[config.mk]
export PLATFORM = sky130hd
export DESIGN_NAME = memory_stage_controller
export DESIGN_NICKNAME = d
export VERILOG_FILES = /design/src/rtl/memory_stage_controller.sv
export SDC_FILE = /design/constraint.sdc
export NUM_CORES = 1
export LEC_CHECK = 0
export CAP_MARGIN = 20
export CORE_ASPECT_RATIO = 1.75
export CORE_UTILIZATION = 42
export CTS_BUF_LIST = sky130_fd_sc_hd__clkbuf_16
export CTS_CLUSTER_SIZE = 8
export DETAILED_ROUTE_END_ITERATION = 8
export PLACE_DENSITY = 0.83
export SKIP_CTS_REPAIR_TIMING = 1
export SYNTH_ARGS = -nofsm -noshare
export SYNTH_HDL_FRONTEND = slang
export SYNTH_SLANG_ARGS = --single-unit
[constraint.sdc]
create_clock -name clock -period 2.7 [get_ports clock]
set_clock_uncertainty 0.05 [all_clocks]
set_input_delay 0.27 -clock clock [delete_from_list [all_inputs] [get_ports clock]]
set_output_delay 0.27 -clock clock [all_outputs]
set_load 0.005 [all_outputs]
[src/rtl/memory_stage_controller.sv]
// Memory-stage data-access controller: valid/ready request, rvalid response, StallM holds the pipe.
// Build option: define MISALIGN_CHECK_EN to trap misaligned accesses instead of issuing them.
module memory_stage_controller #(
  parameter int DATA_W = 32,
  parameter int ADDR_W = 32
) (
  input  logic              clock,
  input  logic              reset,
  input  logic [3:0]        controlM,
  input  logic [ADDR_W-1:0] AluResultM,
  input  logic [DATA_W-1:0] WriteDataM,
  output logic              StallM,
  output logic [DATA_W-1:0] ReadDataM,
  output logic              MisalignM,
  output logic              mem_valid,
  output logic              mem_we,
  output logic [ADDR_W-1:0] mem_addr,
  output logic [DATA_W-1:0] mem_wdata,
  input  logic              mem_ready,
  input  logic              mem_rvalid,
  input  logic [DATA_W-1:0] mem_rdata
);

  typedef enum logic [1:0] {IDLE, REQ, RESP, DONE} state_t;

  state_t            state, state_nxt;
  logic              is_load, op, misaligned, start;
  logic              req_we;
  logic [ADDR_W-1:0] req_addr;
  logic [DATA_W-1:0] req_wdata;
  logic [DATA_W-1:0] rdata_q;
  logic              unused_regwrite;

  // RegWrite is a writeback concern; this stage only decodes the memory fields.
  assign unused_regwrite = controlM[3];

  // A load wins when both load and MemWrite are encoded.
  assign is_load = (controlM[2:1] == 2'b01);
  assign op      = controlM[0] | is_load;

`ifdef MISALIGN_CHECK_EN
  assign misaligned = (AluResultM[1:0] != 2'b00);
`else
  assign misaligned = 1'b0;
`endif

  assign start = (state == IDLE) && op && !misaligned;

  // State register
  // NOTE: sequential state uses non-blocking assignments so every flop samples pre-edge values.
  always_ff @(posedge clock or negedge reset) begin
    if (!reset) state <= IDLE;
    else        state <= state_nxt;
  end

  // Next-state logic
  always_comb begin
    // NOTE: default assignment first, so no path through the case leaves state_nxt unassigned (no latch).
    state_nxt = state;
    case (state)
      IDLE: if (op)         state_nxt = misaligned ? DONE : REQ;
      REQ:  if (mem_ready)  state_nxt = req_we ? DONE : RESP;
      RESP: if (mem_rvalid) state_nxt = DONE;
      DONE:                 state_nxt = IDLE;
      default:              state_nxt = IDLE;
    endcase
  end

  // Output logic; the stall is suppressed while reset is asserted.
  always_comb begin
    mem_valid = 1'b0;
    StallM    = 1'b0;
    if (reset) begin
      mem_valid = (state == REQ);
      StallM    = op && (state != DONE);
    end
  end

  // Request copies are taken once in IDLE so the bus stays stable while the slave stalls.
  always_ff @(posedge clock or negedge reset) begin
    if (!reset) begin
      req_we    <= 1'b0;
      req_addr  <= '0;
      req_wdata <= '0;
      rdata_q   <= '0;
    end else begin
      if (start) begin
        req_we    <= !is_load;
`ifdef MISALIGN_CHECK_EN
        req_addr  <= AluResultM;
`else
        req_addr  <= AluResultM & ~{{(ADDR_W-2){1'b0}}, 2'b11};
`endif
        req_wdata <= WriteDataM;
      end
      if ((state == RESP) && mem_rvalid) rdata_q <= mem_rdata;
    end
  end

`ifdef MISALIGN_CHECK_EN
  logic misalign_q;

  // Registered so the flag lines up with the DONE cycle that follows the trapped IDLE cycle.
  always_ff @(posedge clock or negedge reset) begin
    if (!reset) misalign_q <= 1'b0;
    else        misalign_q <= (state == IDLE) && op && misaligned;
  end

  assign MisalignM = misalign_q;
`else
  assign MisalignM = 1'b0;
`endif

  assign mem_we    = req_we;
  assign mem_addr  = req_addr;
  assign mem_wdata = req_wdata;
  assign ReadDataM = rdata_q;

endmodule

==> flow_summary.ini, run 1 <==
[worst_setup_path]
crit_type = flip-flop to output pin
cp.required_ns = 2.38
crit_path_end_kind = output pin
critPathBufInv = 2
worstPathArrival_ns = 1.73
crit_path_max_incr_delay_ns = 0.49
slowest_stage = clkdlybuf4s50_1
r2r_cells = 5
path_depth = 4
crit_path_start_kind = flip-flop
cp_cell_sequence = inv_1, ha_1, and2_1, clkdlybuf4s50_1
crit_family = buffers and inverters
cp_max_fo = 5

[hold_path]
hold_depth = 1
worstHoldPathType = flip-flop to flip-flop

[clocking]
cts_tree = done
clk_pin_slew_ns = 0.06
htreeDepth = 3
clockRootBuffer = clkbuf_16
cts_made_buffers = 9
clockBufferDepth = 2
cts_sinks = 97
clock_latency_ns = 0.33

[die]
die_w_um = 73.9
fp.dieArea_mm2 = 0.00946
start_util = 0.436
std_cell_rows = 45
die_h_um = 128
core-area_mm2 = 0.00873
io_pins = 204

[yosys]
seq_area_frac_synth = 0.638
synthFlopType = dfrtp_1
async_reset_ff_frac = 1.00
synth_common_cells = dfrtp_1, mux2_2, buf_6
netlist.area_leader.share = 0.638
syn_area_mm2 = 0.00380
synth_most_common_cell = dfrtp_1
synth_area_leaders = dfrtp_1, mux2_2, buf_6
ys_ff_latch = 97
syn_inst = 229
ys_types = 22
synth_area_per_cell_um2 = 16.6
yosys.area.top_type = dfrtp_1
synth-edff-count = 0
yosys_warnings = 0

[timing]
post-route-period-util = 0.758
tns_ns = 0
slew_viol_final = 0
max_freq_mhz = 489
relSlewSlack = 0.505
min_period_ns = 2.05
worst_pin_slew_ns = 0.742
hold_violations = 0
rsz0062_at_grt = no
finalSetupViolCount = 0

[global_routing]
grt_max_degree = 63
grtUsageMet1 = 0.201
grt.busiest_layer = met2
met2_usage = 0.367
grt.total_usage = 0.204
met3_usage = 0.0597
grt_antenna_before_repair = 0
grt_pass1_vias = 2881
grt_overflow = 0
grt_first_pass_wirelength_mm = 14.1

[power]
ir_drop_v = 0.000704
p_per_area_mw_per_mm2 = 1140
leakagePower_nw = 2.61

[detailed_routing]
ant_nets = 0
dr.pass1.iters = 3
detail_route.wl_per_cell_um = 16.5
drc = 0
drt_iter0_markers = 49
vias = 2629
drt-total-wl_mm = 9.15
viasPerCell = 4.75

[cells_and_area]
fin_nets = 541
syn_to_final_growth_pct = 62.8
n_antenna_cell = 0
instances_no_fill = 554
layout-drive-gt1-share = 0.270
num-fill-cells = 624

[placement]
port_buffers = 197
dp_hpwl_mm = 6.97
place_congestion = 0.772
placed_cells = 537

[flow_run]
maxCapViolations = 0

[run_status]
status = completed
[cell families (layout without fill, tap and decap cells)]
logic type | after synthesis | in the layout | synth area share
AO/OA/AOI/OAI | 7 | 7 | 0.0145
other | 1 | 3 | 0.000986
buffers and inverters | 14 | 220 | 0.0296
multiplexers | 95 | 95 | 0.282
flip-flops | 97 | 97 | 0.638
adder cells (fa/ha/maj) | 5 | 5 | 0.0164
AND/OR/NAND/NOR | 10 | 10 | 0.0181
[state kept, by name (all words and copies together) (netlist names)]
register and cells:
ReadDataM 32, mem_addr 30, mem_wdata 32, mem_we 1, state 2
[worst paths after layout]
kind | start | to | slack, ns
min reg2reg | ReadDataM[4]$_DFFE_PN0P_ | ReadDataM[4]$_DFFE_PN0P_ | 0.46
min in group asynchronous | reset | mem_addr[10]$_DFFE_PN0P_ | 0.49
min | ReadDataM[4]$_DFFE_PN0P_ | ReadDataM[4]$_DFFE_PN0P_ | 0.46
max | state[1]$_DFFE_PN0P_ | mem_valid | 0.65
max in group asynchronous | reset | ReadDataM[31]$_DFFE_PN0P_ | 0.96
max reg2reg | state[0]$_DFFE_PN0P_ | mem_wdata[2]$_DFFE_PN0P_ | 0.91
[final cells by class]
cell class | instances | area, µm² | share of cell area
timing repair buffer | 202 | 2020 | 0.326
clock inverter | 7 | 93.8 | 0.0152
tap | 117 | 146 | 0.0236
multi-input combinational | 120 | 1270 | 0.205
clock buffer | 9 | 225 | 0.0364
inverter | 2 | 7.51 | 0.00121
sequential | 97 | 2430 | 0.392
[routing by layer]
layer | share of wire | vias up
met5 | 0 | -
met4 | 0.027 | 0
met3 | 0.072 | 17
met2 | 0.57 | 127
met1 | 0.33 | 1286
li1 | - | 1199
[per-stage QoR]
step	worst slack [ns]	util	power [mW]	area, µm²	hold slack, ns
2_1_floorplan	1.07	-	3.86	3810	-0.0756
3_3_place_gp	0.660	0.672	5.63	5860	0.310
3_5_place_dp	0.651	0.672	5.78	5860	0.328
4_1_cts	0.627	0.709	7.16	6180	-0.0400
5_1_grt	0.526	0.710	7.47	6190	0.469
6_report	0.654	0.710	7.06	6190	0.455
[power breakdown]
group | switching [mW] | internal (mW) | total [mW] | leakage, nW
Combinational | 0.949 | 2.18 | 3.13 | 1.31
Clock | 0.539 | 0.813 | 1.35 | 0.158
Sequential | 0.371 | 2.21 | 2.58 | 1.14
[layout by cell type, fill, tap and decap left out, drive strengths merged]
cell           synthesis  routed
nand2                  1       1
o21ai                  1       1
and2                   2       2
clkinvlp               0       1
a2111oi                1       1
inv                    2       5
dlygate4sd3            0       1
nor2b                  4       4
nand2b                 1       1
a21oi                  3       3
bufinv                 0       2
a211o                  1       1
buf                   12       5
clkdlybuf4s50          0     196
ha                     5       5
clkbuf                 0       9
conb                   1       3
o22ai                  1       1
nor3b                  1       1
dfrtp                 97      97
mux2                  95      95
clkinv                 0       1
nor2                   1       1
(Power assumes the default switching activity.)
==> run 2, diff against run 1 <==
--- a/config.mk
+++ b/config.mk
@@ -7,11 +7,11 @@
 export LEC_CHECK = 0
 export CAP_MARGIN = 20
 export CORE_ASPECT_RATIO = 1.75
-export CORE_UTILIZATION = 42
+export CORE_UTILIZATION = 35
 export CTS_BUF_LIST = sky130_fd_sc_hd__clkbuf_16
 export CTS_CLUSTER_SIZE = 8
 export DETAILED_ROUTE_END_ITERATION = 8
-export PLACE_DENSITY = 0.83
+export PLACE_DENSITY = 0.74
 export SKIP_CTS_REPAIR_TIMING = 1
 export SYNTH_ARGS = -nofsm -noshare
 export SYNTH_HDL_FRONTEND = slang
==> constraint.sdc (replaced) <==
create_clock -name clock -period 1.8 [get_ports clock]
set_clock_uncertainty 0.05 [all_clocks]
set_input_delay 0.18 -clock clock [delete_from_list [all_inputs] [get_ports clock]]
set_output_delay 0.18 -clock clock [all_outputs]
set_load 0.005 [all_outputs]
==> flow_summary.ini, run 2 (synthesis gave the netlist of run 1 again) <==
[run_status]
status = completed

[die]
die_h_um = 140
std_cell_rows = 50
die_w_um = 80.8
core-area_mm2 = 0.0106
io_pins = 204
fp.dieArea_mm2 = 0.0113
start_util = 0.358

[worst_setup_path]
cp.required_ns = 1.97
crit_path_start_kind = flip-flop
endpoint = state[1]$_DFFE_PN0P_
rrSetupSlack_ns = 0.06
worstPathArrival_ns = 1.91
cp_max_fo = 5
worstSetupStartpoint = state[1]$_DFFE_PN0P_
r2r_cells = 6
rr_startpoint = state[1]$_DFFE_PN0P_
crit_path_end_kind = flip-flop
crit-reg2reg-capture = state[1]$_DFFE_PN0P_
crit_type = flip-flop to flip-flop

[clocking]
clockBufferDepth = 2
cts_made_buffers = 9
clock_latency_ns = 0.33
cts_tree = done
clockRootBuffer = clkbuf_16
clk_pin_slew_ns = 0.06
cts_sinks = 97
htreeDepth = 3

[hold_path]
worstHoldPathType = input pin to async pin

[cells_and_area]
syn_to_final_growth_pct = 67.4
layout-drive-gt1-share = 0.310
final_common_cell = clkdlybuf4s50_1
fin_nets = 559
regArea_mm2 = 0.00243
num-fill-cells = 858
mostFrequentLayoutCells = clkdlybuf4s50_1, dfrtp_1, mux2_2
n_antenna_cell = 0
multi_input_area_mm2 = 0.00128

[timing]
slew_viol_final = 0
post-route-period-util = 0.966
tns_ns = 0
min_period_ns = 1.74
rsz0062_at_grt = no
hold_violations = 0
setup_ws_ns = 0.0611
max_freq_mhz = 575
finalSetupViolCount = 0

[global_routing]
grt_overflow = 0
grt.total_usage = 0.175
grt_antenna_before_repair = 0
grt_pass1_vias = 2871
grt_max_degree = 91
grt_first_pass_wirelength_mm = 14.5

[detailed_routing]
viasPerCell = 4.59
drt-total-wl_mm = 9.65
drc = 0
ant_nets = 0
vias = 2687
drt_iter0_markers = 36
dr.pass1.iters = 4
detail_route.wl_per_cell_um = 16.5

[power]
ir_drop_v = 0.000816
leakagePower_nw = 2.72
seqPwrFrac = 0.363
p_int_mw = 7.77
pwr-share-comb = 0.473
p_per_area_mw_per_mm2 = 1670
netSwitchingFraction = 0.269
clock_power_share = 0.164
switchingPower_mw = 2.86

[placement]
dp_slack_ns = -0.0932
place_congestion = 0.733
port_buffers = 197
dp_hpwl_mm = 7.31

[flow_run]
maxCapViolations = 0
## run 2: critical path, stage by stage, from the launching register on
cell     delay [ns]
dfrtp_2        0.41
inv_2          0.06
buf_4          0.13
ha_2           0.20
nor2b_2        0.16
a211o_1        0.32
mux2_4         0.30
## run 2: worst min-delay path by stage
stage | end | slack, ns | depth (start not counted)
floorplan | ReadDataM[0]$_DFFE_PN0P_ | -0.17 | 0
global placement | state[1]$_DFFE_PN0P_ | -0.01 | 1
detailed placement | state[1]$_DFFE_PN0P_ | -0.008 | 1
CTS | state[1]$_DFFE_PN0P_ | -0.38 | 1
global route | state[1]$_DFFE_PN0P_ | 0.21 | 2
finish | state[1]$_DFFE_PN0P_ | 0.21 | 2
## run 2: layer usage
metal | vias to the layer above | part of all wire | global-route usage
met4 | 0 | 0.051 | 0.117
met5 | - | 0 | 0
met1 | 1308 | 0.33 | 0.174
li1 | 1235 | - | -
met3 | 33 | 0.058 | 0.0332
met2 | 111 | 0.56 | 0.317
## run 2: per-stage QoR
| step | cells | power [mW] | util | hold WS [ns] | cell area [µm²] |
|---|---|---|---|---|---|
| 2_1_floorplan | 231 | 5.79 | - | -0.166 | 3810 |
| 3_3_place_gp | 565 | 8.73 | 0.568 | -0.0115 | 6040 |
| 6_report | 585 | 10.6 | 0.599 | 0.208 | 6370 |
| 3_5_place_dp | 565 | 8.93 | 0.568 | -0.00805 | 6040 |
| 5_1_grt | 585 | 11.3 | 0.599 | 0.206 | 6370 |
| 4_1_cts | 581 | 10.7 | 0.594 | -0.376 | 6320 |
## run 2: cell type report
type / instances / share of cell area
clock inverters: 7 / 0.00747
inverters: 2 / 0.00118
flip-flops and latches: 97 / 0.381
well taps: 130 / 0.0256
clock buffers: 9 / 0.0354
repair buffers: 220 / 0.347
multi-input cells: 120 / 0.201
## run 2: power by group through the flow
| stage | sequential (mW) | clock [mW] | combinational [mW] |
|---|---|---|---|
| 2_1_floorplan | 3.96 | 0 | 1.83 |
| 3_3_place_gp | 3.83 | 0 | 4.89 |
| 3_5_place_dp | 3.91 | 0 | 5.02 |
| 4_1_cts | 3.87 | 1.81 | 5.04 |
| 5_1_grt | 4.01 | 1.89 | 5.38 |
| 6_report | 3.86 | 1.75 | 5.03 |
